[src/rtl/udp_app_rx_pkg.sv]
// rtl/udp_app_rx_pkg.sv - shared types and helpers for the UDP application receive controller
package udp_app_rx_pkg;

  typedef enum logic [1:0] {
    ST_IDLE = 2'd0,
    ST_META = 2'd1,
    ST_DATA = 2'd2
  } rx_state_e;

  // Bytes carried by the final payload flit: the low bits of the UDP length,
  // where a zero remainder means the flit is completely full.
  function automatic logic [31:0] last_flit_bytes(input logic [31:0] len, input int bytes_w);
    logic [31:0] mask;
    logic [31:0] rem;
    mask = (32'd1 << bytes_w) - 32'd1;
    rem  = len & mask;
    return (rem == 32'd0) ? (32'd1 << bytes_w) : rem;
  endfunction

endpackage

[src/rtl/udp_app_rx_ctrl.sv]
// rtl/udp_app_rx_ctrl.sv - receive-side flit sequencer: header/metadata capture strobes,
// payload forwarding or dropping, byte accounting and end-of-message pulses
module udp_app_rx_ctrl
  import udp_app_rx_pkg::*;
#(
  parameter int NOC_DATA_W = 512,
  parameter int MSG_LEN_W  = 22,
  parameter int UDP_LEN_W  = 16,
  parameter int META_FLITS = 1,
  parameter int DROP_CNT_W = 32
) (
  input  logic                                                 clk,
  input  logic                                                 rst_n,
  input  logic                                                 in_val,
  output logic                                                 in_rdy,
  input  logic [MSG_LEN_W-1:0]                                 total_flits,
  input  logic [UDP_LEN_W-1:0]                                 data_length,
  input  logic                                                 drop_en,
  output logic                                                 store_hdr,
  output logic                                                 store_meta,
  output logic [((META_FLITS > 1) ? $clog2(META_FLITS) : 1)-1:0] meta_idx,
  output logic                                                 out_val,
  input  logic                                                 out_rdy,
  output logic                                                 out_last,
  output logic [$clog2(NOC_DATA_W/8):0]                        out_bytes,
  output logic                                                 reset_flit_vals,
  output logic                                                 stats_do_log,
  output logic                                                 stats_incr,
  output logic                                                 msg_done,
  output logic                                                 err_short,
  output logic [DROP_CNT_W-1:0]                                drop_cnt
);

  localparam int BYTES      = NOC_DATA_W / 8;
  localparam int BYTES_W    = $clog2(BYTES);
  localparam int OB_W       = BYTES_W + 1;
  localparam int META_IDX_W = (META_FLITS > 1) ? $clog2(META_FLITS) : 1;
  localparam bit HAS_META   = (META_FLITS > 0);

  localparam logic [MSG_LEN_W-1:0]  FLIT_ONE  = MSG_LEN_W'(1);
  localparam logic [META_IDX_W-1:0] META_ONE  = META_IDX_W'(1);
  localparam logic [META_IDX_W-1:0] META_LAST = META_IDX_W'((META_FLITS > 0) ? META_FLITS - 1 : 0);
  localparam logic [DROP_CNT_W-1:0] DROP_MAX  = '1;
  localparam logic [OB_W-1:0]       FULL_FLIT = OB_W'(BYTES);

  rx_state_e               state, state_d;
  logic [MSG_LEN_W-1:0]    flit_cnt, flit_cnt_d;
  logic [META_IDX_W-1:0]   meta_cnt, meta_cnt_d;
  logic                    drop_q, drop_d;
  logic                    log_d, done_d, err_d, drop_inc;
  logic                    is_last;
  logic [OB_W-1:0]         tail_bytes;

  assign is_last    = (flit_cnt + FLIT_ONE) == total_flits;
  assign tail_bytes = OB_W'(last_flit_bytes(32'(data_length), BYTES_W));

  always_comb begin
    state_d         = state;
    flit_cnt_d      = flit_cnt;
    meta_cnt_d      = meta_cnt;
    drop_d          = drop_q;
    log_d           = stats_do_log;
    done_d          = 1'b0;
    err_d           = 1'b0;
    drop_inc        = 1'b0;
    in_rdy          = 1'b0;
    store_hdr       = 1'b0;
    store_meta      = 1'b0;
    meta_idx        = '0;
    out_val         = 1'b0;
    out_last        = 1'b0;
    out_bytes       = '0;
    stats_incr      = 1'b0;
    reset_flit_vals = 1'b0;

    case (state)
      ST_IDLE: begin
        in_rdy          = 1'b1;
        reset_flit_vals = ~in_val;
        if (in_val) begin
          store_hdr  = 1'b1;
          flit_cnt_d = '0;
          meta_cnt_d = '0;
          drop_d     = drop_en;
          log_d      = 1'b1;
          if (total_flits == '0) begin
            // Header-only message: short whenever metadata was expected.
            done_d = 1'b1;
            err_d  = HAS_META;
          end else begin
            state_d = HAS_META ? ST_META : ST_DATA;
          end
        end
      end

      ST_META: begin
        in_rdy   = 1'b1;
        meta_idx = meta_cnt;
        if (in_val) begin
          store_meta = 1'b1;
          flit_cnt_d = flit_cnt + FLIT_ONE;
          meta_cnt_d = meta_cnt + META_ONE;
          if (is_last) begin
            state_d = ST_IDLE;
            done_d  = 1'b1;
            err_d   = (meta_cnt != META_LAST);
          end else if (meta_cnt == META_LAST) begin
            state_d = ST_DATA;
          end
        end
      end

      ST_DATA: begin
        if (drop_q) begin
          in_rdy = 1'b1;
        end else begin
          in_rdy    = out_rdy;
          out_val   = in_val;
          out_last  = is_last;
          out_bytes = is_last ? tail_bytes : FULL_FLIT;
        end
        if (in_val && in_rdy) begin
          flit_cnt_d = flit_cnt + FLIT_ONE;
          stats_incr = ~drop_q;
          if (is_last) begin
            reset_flit_vals = 1'b1;
            done_d          = 1'b1;
            drop_inc        = drop_q;
            state_d         = ST_IDLE;
          end
        end
      end

      default: state_d = ST_IDLE;
    endcase
  end

  always_ff @(posedge clk or negedge rst_n) begin
    if (!rst_n) begin
      state        <= ST_IDLE;
      flit_cnt     <= '0;
      meta_cnt     <= '0;
      drop_q       <= 1'b0;
      stats_do_log <= 1'b0;
      msg_done     <= 1'b0;
      err_short    <= 1'b0;
      drop_cnt     <= '0;
    end else begin
      state        <= state_d;
      flit_cnt     <= flit_cnt_d;
      meta_cnt     <= meta_cnt_d;
      drop_q       <= drop_d;
      stats_do_log <= log_d;
      msg_done     <= done_d;
      err_short    <= err_d;
      if (drop_inc && (drop_cnt != DROP_MAX)) begin
        drop_cnt <= drop_cnt + DROP_CNT_W'(1);
      end
    end
  end

endmodule

[config.mk]
export PLATFORM = sky130hd
export DESIGN_NAME = udp_app_rx_ctrl
export DESIGN_NICKNAME = d
export VERILOG_FILES = /design/src/rtl/udp_app_rx_pkg.sv /design/src/rtl/udp_app_rx_ctrl.sv
export SDC_FILE = /design/constraint.sdc
export NUM_CORES = 1
export LEC_CHECK = 0
export BUFFER_PORTS_ARGS = -buffer_cell sky130_fd_sc_hd__buf_2
export CORE_UTILIZATION = 49
export DETAILED_ROUTE_END_ITERATION = 10
export MAX_ROUTING_LAYER = met4
export PLACE_DENSITY = 0.73
export SLEW_MARGIN = 0
export SYNTH_ARGS = -nofsm -noshare
export SYNTH_HDL_FRONTEND = slang
export SYNTH_SLANG_ARGS = --single-unit
export TNS_END_PERCENT = 100
[constraint.sdc]
create_clock -name clk -period 5.7 [get_ports clk]
set_input_delay 0.57 -clock clk [delete_from_list [all_inputs] [get_ports clk]]
set_output_delay 0.57 -clock clk [all_outputs]
set_load 0.01 [all_outputs]
### Yosys cells after proc, flatten, opt, wreduce, memory -nomap -nowiden

Index checks and enable logic that the tools add are counted.

* register bits after elaboration: 61
* bits in latches: 0
* bits in writable memories: 0
* bits in read-only memories: 0
* input port bits: 43
* output and inout port bits: 50
* logic and storage cells: 80
* memories kept: 0

* add/sub/neg operators: 3
* multipliers: 0
* div/mod/pow operators: 0
* magnitude comparators: 0
* eq/ne operators: 10
* shifts and indexed selects: 0
* multiplexer cells: 45
* bitwise gates (word level): 2
* reductions and logical operators: 12

Operator list (count)
* 22-bit 2-to-1 mux: 3
* 22-bit one-hot mux with 3 select lines: 1
* 32-bit by 1-bit adder with 32-bit output, second input constant: 1
* 32-bit logical NOT: 1
* 32-bit inequality test, second input constant: 1
* 7-bit 2-to-1 mux: 4
* 1-bit 2-to-1 mux: 24
* 22-bit by 1-bit adder with 22-bit output, second input constant: 1
* 22-bit == test: 1
* 22-bit logical NOT: 1
* 2-bit 2-to-1 mux: 7
* 2-bit inequality test, second input constant: 5
* 1-bit one-hot mux with 2 select lines: 4
* 2-bit one-hot mux with 3 select lines: 1
* 6-bit AND reduction: 1
* 4-bit AND reduction: 1
* 3-bit inequality test, second input constant: 1
* 1-bit one-hot mux with 3 select lines: 1
* 3-bit AND reduction: 1
* 3-bit nonzero test: 1
* 2-bit by 1-bit == test with 1-bit output, second input constant: 1
* 2-bit == test, second input constant: 1
* 1-bit logical AND: 2
* 2-bit logical NOT: 1
* other kinds (5): 6

### Depth between registers and ports, before layout

Gate-level depths: netlist of the first run.

* word-level depth: 6
* depth in mapped cells: 11
* depth with buffers taken out: 10

### Worst setup path after synthesis of the first run

Ideal clock, no wire load.

* path kind: register to output
* start point: register flit_cnt[0]
* end point: output port out_bytes[6]
* data arrival time: 2.903 ns
* data required time: 5.130 ns
* slack: 2.227 ns
* stages on the path, launching flop included: 11
* buffers on the path: 2
* path through: dfrtp_1 -> ha_1 -> nand3_1 -> nor4_1 -> buf_2 -> xnor2_1 -> or4b_4 -> nor4_4 -> and3_1 -> buf_4 -> a21boi_0

* word-level cells in the longest chain between the ends: 5

Ends and longest elaborated chain
* start, declared: line udp_app_rx_ctrl.sv:47 `logic [MSG_LEN_W-1:0] flit_cnt, flit_cnt_d;`
* start signal, assigned: line udp_app_rx_ctrl.sv:150 `flit_cnt <= flit_cnt_d;`
* 22-bit by 1-bit adder with 22-bit output: line udp_app_rx_ctrl.sv:54 `assign is_last = (flit_cnt + FLIT_ONE) == total_flits;`
* 22-bit == test: line udp_app_rx_ctrl.sv:54
* 7-bit 2-to-1 mux: line udp_app_rx_ctrl.sv:120 `out_bytes = is_last ? tail_bytes : FULL_FLIT;`
* 7-bit 2-to-1 mux: line udp_app_rx_ctrl.sv:114 `if (drop_q) begin`
* 7-bit 2-to-1 mux: line udp_app_rx_ctrl.sv:76 `case (state)`
* end, declared: line udp_app_rx_ctrl.sv:25 `output logic [$clog2(NOC_DATA_W/8):0] out_bytes,`

No other way between the ends.

### Worst setup path after layout of the first run

* start point: register flit_cnt[5]
* end point: output port out_bytes[6]

The elaborated chain is that of the path after synthesis.

==> results of run 1 <==
[cells by family after synthesis]
logic type | Yosys count | synth area share (%)
buffers and inverters | 36 | 3.73
AND/OR/NAND/NOR | 202 | 29.1
multiplexers | 6 | 1.56
AO/OA/AOI/OAI | 83 | 12.7
flip-flops | 61 | 37.3
XOR/XNOR | 64 | 13.7
adder cells (fa/ha/maj) | 6 | 1.84
[layout by cell type, fill, tap and decap left out, drive strengths merged, types with 5 or more instances in the layout]
cell type  netlist  routed
a31oi            6       6
xor2            27      27
nor4            18      18
a21oi           14      14
and2            10      10
and3            22      22
nor2            33      33
nand3           18      18
nor3            11      11
buf              6      84
xnor2           37      37
clkbuf          15       9
nand2           38      38
nand2b           5       5
dfrtp           61      61
o21ai           32      32
o31ai           10      10
nand4           25      25
ha               6       6
inv             15      16
[worst min path at each step]
stage / end / cells past startpoint / slack [ns] / start
finish: flit_cnt[4] / 2 / 0.36 / rst_n
global route: flit_cnt[4] / 2 / 0.44 / rst_n
CTS: flit_cnt[4] / 2 / 0.40 / rst_n
detailed placement: stats_do_log / 1 / 0.45 / stats_do_log
global placement: stats_do_log / 1 / 0.44 / stats_do_log
floorplan: drop_cnt[0] / 0 / 0.27 / rst_n
[per-stage QoR]
step,cells,utilization [%],instance area [um^2],total power [uW]
final,639,60.2,4740,1310
after global routing,639,60.2,4740,1390
after CTS,639,60.2,4740,1310
after detailed placement,623,57.6,4550,914
after global placement,623,57.6,4550,903
after floorplan,458,-,4090,780
[area by class of cell]
| cell class | count | area, um^2 |
|---|---|---|
| clock inverters | 7 | 75.1 |
| flip-flops and latches | 61 | 1530 |
| inverters | 15 | 56.3 |
| fillers | 703 | 3140 |
| clock buffers | 9 | 124 |
| multi-input cells | 361 | 2410 |
| repair buffers | 84 | 425 |
| well taps | 102 | 128 |
[report_power, final]
part           total (uW)  switching, uW  internal (uW)
combinational         427            283            144
sequential            483           28.2            455
clock                 398            195            203
[per-layer routing]
layer  GRT usage [%]  wire, um  up-vias
met4            7.69       127        0
met1            33.1      4570     1766
met5               -         0        -
li1                -         -     1809
met2            39.8      4890      122
met3            6.99       643       12
[sequential cells by signal (all words and copies together), names as in the netlist]
| signal | cells |
|---|---|
| drop_cnt | 32 |
| flit_cnt | 22 |
| state | 2 |
| drop_q | 1 |
| err_short | 1 |
| meta_cnt | 1 |
| msg_done | 1 |
| stats_do_log | 1 |
[cells in the mapped netlist, types with 2 or more instances]
cell type	instances
sky130_fd_sc_hd__mux2i_1	3
sky130_fd_sc_hd__a31oi_1	6
sky130_fd_sc_hd__mux2_2	3
sky130_fd_sc_hd__dfrtp_1	61
sky130_fd_sc_hd__a31o_2	2
sky130_fd_sc_hd__nor4_1	13
sky130_fd_sc_hd__and2_1	9
sky130_fd_sc_hd__nand4_2	2
sky130_fd_sc_hd__nor4_2	2
sky130_fd_sc_hd__nor3b_1	2
sky130_fd_sc_hd__nand3b_1	2
sky130_fd_sc_hd__o22ai_1	2
sky130_fd_sc_hd__and4_1	3
sky130_fd_sc_hd__o211ai_1	2
sky130_fd_sc_hd__nand4_4	2
sky130_fd_sc_hd__clkbuf_1	15
sky130_fd_sc_hd__nor2b_1	3
sky130_fd_sc_hd__nor3_1	10
sky130_fd_sc_hd__o31ai_1	10
sky130_fd_sc_hd__a21oi_1	14
sky130_fd_sc_hd__or3_1	3
sky130_fd_sc_hd__or2_2	3
sky130_fd_sc_hd__nand2_1	38
sky130_fd_sc_hd__xnor2_1	37
sky130_fd_sc_hd__nor4_4	3
sky130_fd_sc_hd__inv_1	15
sky130_fd_sc_hd__nand4_1	21
sky130_fd_sc_hd__nand3_1	18
sky130_fd_sc_hd__buf_4	4
sky130_fd_sc_hd__nand2b_1	5
sky130_fd_sc_hd__ha_1	6
sky130_fd_sc_hd__and3_1	22
sky130_fd_sc_hd__nor2_1	33
sky130_fd_sc_hd__o21ai_0	32
sky130_fd_sc_hd__xor2_1	27
sky130_fd_sc_hd__buf_2	2
==> results.yml, run 1 <==
place:
  buffer_ports.inserted: 82
  place.gp.congestion: 0.903
  dp_hpwl_mm: 7.33
  post-place-ws_ns: 1.46
logic_synthesis:
  netlist.top_cell.by_area: "sky130_fd_sc_hd__dfrtp_1"
  syn-instance-count: 458
  synth_edf_count: 0
  mappedNetlistNets: 507
  synth_async_sr_flop_share_pct: 100
  synth.yosys.seq_area_share_pct: 37.3
  syn_area_per_cell_um2: 8.93
  yosysTopAreaCellShare_pct: 37.3
  synth_warnings: 0
  post_synth_instance_area_um2: 4090
  yosys_register_bits: 61
  top_cells_by_area_synth: "sky130_fd_sc_hd__dfrtp_1, sky130_fd_sc_hd__xnor2_1, sky130_fd_sc_hd__xor2_1, sky130_fd_sc_hd__o21ai_0, sky130_fd_sc_hd__nand2_1"
  leading_register_cell_type_out_of_synthesis: "sky130_fd_sc_hd__dfrtp_1"
  post_synth_num_cell_types: 59
setup_path:
  setup.worst_path.end: "out_bytes[6]"
  crit_type: "reg -> out"
  crit_start: "flit_cnt[5]"
  crit-reg2reg-launch: "flit_cnt[5]"
  critical_path_peak_fanout: 14
  worstSetupPathDepth: 8
  worst_path_dominant_cell_family: "simple AND/OR/NAND/NOR gates"
  startpoint_type: "flop"
  crit-reg2reg-capture: "drop_cnt[28]"
  worst_setup_path_end_kind: "primary output"
  critical_path.n_buffers_inverters: 1
  worst_path_largest_cell_delay_ns: 0.86
  crit_chain: "nand3_1 -> nor4_1 -> xor2_1 -> or4b_4 -> nor4_4 -> and3_1 -> a21boi_0 -> buf_2"
  r2r_slack_ns: 1.85
  worst-r2r-cell-count: 8
  cp_data_required_time_ns: 5.13
  critical_path.slowest_cell: "sky130_fd_sc_hd__nor4_1"
  arrival_ns: 4.06
power:
  p_leak_uw: 0.00225
  power.density_nw_per_um2: 276
  max_vdd_drop_uv: 163
final_layout:
  area_growth_pct: 16.0
  diode_insertion_count_for_antenna_repair: 0
  final_net_count: 581
  post_route_cells_drive_above_1_share_pct: 22.7
clock_tree:
  cts_sinks: 61
  ctsRootBufferMaster: "sky130_fd_sc_hd__clkbuf_8"
  ctsLongestPathBuffers: 2
  post_cts_resized: 0
  cts-hold-fix-buffers: 0
  cts.clk_slew.worst_paths_ns: 0.08
  cts_made_buffers: 9
  h-tree-depth: 3
  post_cts_buffers: 0
  clk_latency_ns: 0.35
  clock_tree_from_tritoncts: "yes"
drt:
  drc: 0
  drt.antenna.violating_nets: 0
  drt-pass1-iter-count: 5
  first_iter_violations: 204
  post_dr_vias_cell: 5.80
  routed_wirelength_mm: 10.2
  vias: 3709
  routed_wire_length_per_instance_um: 16.0
job:
  maxCapViolations: 0
sta:
  maxSlewHeadroom_pct: 44.6
  rsz_0062_raised_after_global_routing: "false"
  finalCriticalPeriod_ns: 4.63
  worstMarginPinSlew_ns: 0.823
  max_freq_mhz: 216
  post-route-worst-setup-slack_ns: 1.07
  setup_total_negative_slack_ns: 0
  report.final.setup_viol: 0
  clock_skew_ns: 0.0110
  timing.final.max_slew_violations: 0
  fin_hold_viols: 0
  fin_crit_sh_pct: 81.3
  fin_hold_ws_ns: 0.358
global_routing:
  gr-usage-all-layers_pct: 25.7
  grt_pass1_vias: 3550
  grt_first_pass_wirelength_mm: 16.9
  global_route.overflow_total: 0
  antenna_found_initial: 0
  grt_start_max_net_pins: 62
outcome:
  run_status: "finished clean"
floorplanning:
  floorplan.core_area_um2: 7890
  die_h_um: 93.4
  start_util_pct: 51.8
  die_footprint_um2: 8710
  core.rowCount: 32
  floorplan.io_pins: 93
  die_x_um: 93.4
min_path:
  hold_class: "in -> async"
No activity file was read; power rests on OpenSTA's default activity.
==> run 2, diff against run 1 <==
--- a/config.mk
+++ b/config.mk
@@ -5,11 +5,12 @@
 export SDC_FILE = /design/constraint.sdc
 export NUM_CORES = 1
 export LEC_CHECK = 0
+export ABC_AREA = 1
 export BUFFER_PORTS_ARGS = -buffer_cell sky130_fd_sc_hd__buf_2
 export CORE_UTILIZATION = 49
 export DETAILED_ROUTE_END_ITERATION = 10
 export MAX_ROUTING_LAYER = met4
-export PLACE_DENSITY = 0.73
+export PLACE_DENSITY = 0.72
 export SLEW_MARGIN = 0
 export SYNTH_ARGS = -nofsm -noshare
 export SYNTH_HDL_FRONTEND = slang
==> constraint.sdc (replaced) <==
create_clock -name clk -period 4.6 [get_ports clk]
set_input_delay 0.46 -clock clk [delete_from_list [all_inputs] [get_ports clk]]
set_output_delay 0.46 -clock clk [all_outputs]
set_load 0.01 [all_outputs]
==> run 2 against run 1 <==
Synthesized area is 25% higher. Final area is 23% higher. Non-clock buffer count is 2 higher. Global-route usage is 2.6 points higher. Setup slack better by 0.0037 ns. Combinational power is 8.9% higher. Synthesized cell count is 76% higher. Wire length is 46% higher. First-iteration DRC count is 150% higher. Sequential power is 24% higher. Clock power is 42% higher. Die area is 24% higher.
==> results.yml, run 2 <==
outcome:
  run_status: "finished clean"
sta:
  worstMarginPinSlew_ns: 0.969
  timing.final.max_slew_violations: 0
  fin_hold_viols: 0
  max_freq_mhz: 283
  fin_hold_ws_ns: 0.256
  fin_crit_sh_pct: 76.7
  rsz_0062_raised_after_global_routing: "false"
  clock_skew_ns: 0.0159
  maxSlewHeadroom_pct: 35.4
  finalCriticalPeriod_ns: 3.53
  setup_total_negative_slack_ns: 0
  post-route-worst-setup-slack_ns: 1.07
  report.final.setup_viol: 0
logic_synthesis:
  synth_top_cells_by_count: "sky130_fd_sc_hd__nand2_1, sky130_fd_sc_hd__inv_1, sky130_fd_sc_hd__nor2_1"
  synth_most_common_cell: "sky130_fd_sc_hd__nand2_1"
  yosysTopAreaCellShare_pct: 30.0
  netlist.top_cell.by_area: "sky130_fd_sc_hd__dfrtp_1"
  post_synth_num_cell_types: 36
  leading_register_cell_type_out_of_synthesis: "sky130_fd_sc_hd__dfrtp_1"
  synth_edf_count: 0
  synth_warnings: 0
  syn_area_per_cell_um2: 6.32
  post_synth_instance_area_um2: 5090
  top_cells_by_area_synth: "sky130_fd_sc_hd__dfrtp_1, sky130_fd_sc_hd__nand2_1, sky130_fd_sc_hd__inv_1, sky130_fd_sc_hd__nand4_1, sky130_fd_sc_hd__nand3_1"
  syn-instance-count: 806
  mappedNetlistNets: 855
  synth_async_sr_flop_share_pct: 100
  synth.yosys.seq_area_share_pct: 30.0
  yosys_register_bits: 61
setup_path:
  crit_type: "reg -> out"
  critical_path_peak_fanout: 9
  startpoint_type: "flop"
  worst_setup_path_end_kind: "primary output"
  arrival_ns: 3.07
  crit-reg2reg-launch: "drop_cnt[0]"
  crit_start: "flit_cnt[0]"
  cp_data_required_time_ns: 4.14
floorplanning:
  die_x_um: 104
  die_footprint_um2: 10800
  core.rowCount: 36
  floorplan.io_pins: 93
  start_util_pct: 51.4
  floorplan.core_area_um2: 9910
  die_h_um: 104
job:
  maxCapViolations: 0
drt:
  vias: 5708
  drc: 0
  drt.antenna.violating_nets: 0
  first_iter_violations: 509
  drt-pass1-iter-count: 5
  routed_wirelength_mm: 14.9
  routed_wire_length_per_instance_um: 14.5
  post_dr_vias_cell: 5.57
global_routing:
  grt_start_max_net_pins: 40
  gr-usage-all-layers_pct: 28.3
  antenna_found_initial: 0
  grt_first_pass_wirelength_mm: 24.2
  global_route.overflow_total: 0
  grt_pass1_vias: 5103
power:
  p_sw_share_pct: 36.8
  comb_power_share_pct: 28.6
  max_vdd_drop_uv: 285
  power.net_switching_uw: 598
  pwr-share-seq_pct: 36.7
  p_leak_uw: 0.00296
  power_internal_uw: 1030
  clock_power_share_pct: 34.7
  power.density_nw_per_um2: 279
final_layout:
  regMostFlops: "drop_cnt"
  mostFrequentLayoutCell: "sky130_fd_sc_hd__nand2_1"
  max_reg_flops: 32
  area_growth_pct: 14.4
  diode_insertion_count_for_antenna_repair: 0
  most-common-layout-cells: "sky130_fd_sc_hd__nand2_1, sky130_fd_sc_hd__inv_1, sky130_fd_sc_hd__buf_2"
  largest_registers_ranked_by_flip_flop_count: "drop_cnt x32, flit_cnt x22, state x2"
  final_net_count: 936
  n_fill_cell: 1015
  post_route_cells_drive_above_1_share_pct: 15.4
clock_tree:
  cts_sinks: 61
  clock_tree_from_tritoncts: "yes"
  clk_latency_ns: 0.35
  cts_made_buffers: 9
  ctsLongestPathBuffers: 2
  cts.clk_slew.worst_paths_ns: 0.08
  post_cts_buffers: 0
  h-tree-depth: 3
  ctsRootBufferMaster: "sky130_fd_sc_hd__clkbuf_8"
  cts-hold-fix-buffers: 0
  post_cts_resized: 0
place:
  dp_hpwl_mm: 11.3
  place.gp.congestion: 0.940
  buffer_ports.inserted: 82
  post-place-ws_ns: 1.47
min_path:
  hold_class: "in -> async"
[run 2: cell count changes after synthesis, sizes merged, moves of 18 or more]
cell   before  now
nand2      38  261
and3       22    1
xnor2      37    1
xor2       27    6
nand3      18   78
nand4      25   66
o22ai       2   20
nor2       33   93
inv        15  137
o21ai      32   14
[run 2: worst paths after layout]
path	end	slack (ns)	cells past startpoint
min in group clk	drop_q	0.32	3
max	out_bytes[0]	1.07	15
min reg2reg	stats_do_log	0.47	1
max reg2reg	drop_cnt[0]	1.45	13
min	flit_cnt[14]	0.26	1
max in group asynchronous	flit_cnt[8]	3.43	2
[run 2: kinds of logic (layout without fill, tap and decap cells)]
group,after synthesis,after routing,synth area share (%)
AND/OR/NAND/NOR,529,529,49.1
XOR/XNOR,8,8,1.65
buffers and inverters,155,241,12.2
adder cells (fa/ha/maj),6,6,1.47
flip-flops,61,61,30.0
AO/OA/AOI/OAI,47,47,5.60
[run 2: worst max-delay path, stage by stage (launching register included)]
cell                       delay, ns
sky130_fd_sc_hd__dfrtp_1        0.45
sky130_fd_sc_hd__ha_1           0.27
sky130_fd_sc_hd__nand2_2        0.15
sky130_fd_sc_hd__nor2_8         0.07
sky130_fd_sc_hd__nand2_2        0.12
sky130_fd_sc_hd__clkinv_1       0.12
sky130_fd_sc_hd__nand3_1        0.12
sky130_fd_sc_hd__nand2_1        0.13
sky130_fd_sc_hd__a21oi_1        0.16
sky130_fd_sc_hd__nand2_1        0.06
sky130_fd_sc_hd__nor2_1         0.13
sky130_fd_sc_hd__nand3_1        0.10
sky130_fd_sc_hd__nor2_1         0.31
sky130_fd_sc_hd__nand2_1        0.24
sky130_fd_sc_hd__nor2_1         0.16
sky130_fd_sc_hd__buf_2          0.15
[run 2: power by group through the flow]
stage | clock network [uW] | registers, uW | logic, uW
5_1_grt | 587 | 600 | 512
4_1_cts | 567 | 596 | 458
2_1_floorplan | 0 | 598 | 303
6_report | 565 | 597 | 465
3_5_place_dp | 0 | 606 | 455
3_3_place_gp | 0 | 604 | 442
[run 2: area by class of cell]
| cell class | instances | area (um^2) | area share [%] |
|---|---|---|---|
| flip-flops and latches | 61 | 1530 | 26.2 |
| inverters | 139 | 522 | 8.95 |
| clock buffers | 12 | 155 | 2.66 |
| clock inverters | 4 | 70.1 | 1.20 |
| well taps | 133 | 166 | 2.86 |
| multi-input cells | 590 | 2950 | 50.6 |
| repair buffers | 86 | 440 | 7.56 |
[run 2: routing by layer]
layer	GRT usage (%)	wire (um)	part of all wire (%)	vias to the layer above
met5	-	0	0	-
met4	6.73	174	1.2	0
met3	4.20	1100	7.4	21
met2	43.9	6730	45	242
met1	39.1	6890	46	2651
li1	-	-	-	2794
[run 2: stage by stage]
stage,cells,util [%],instance area (um^2),power [uW]
floorplan,806,-,5090,901
global placement,1009,56.5,5600,1050
detailed placement,1009,56.5,5600,1060
CTS,1025,58.8,5830,1620
global route,1025,58.8,5830,1700
finish,1025,58.8,5830,1630
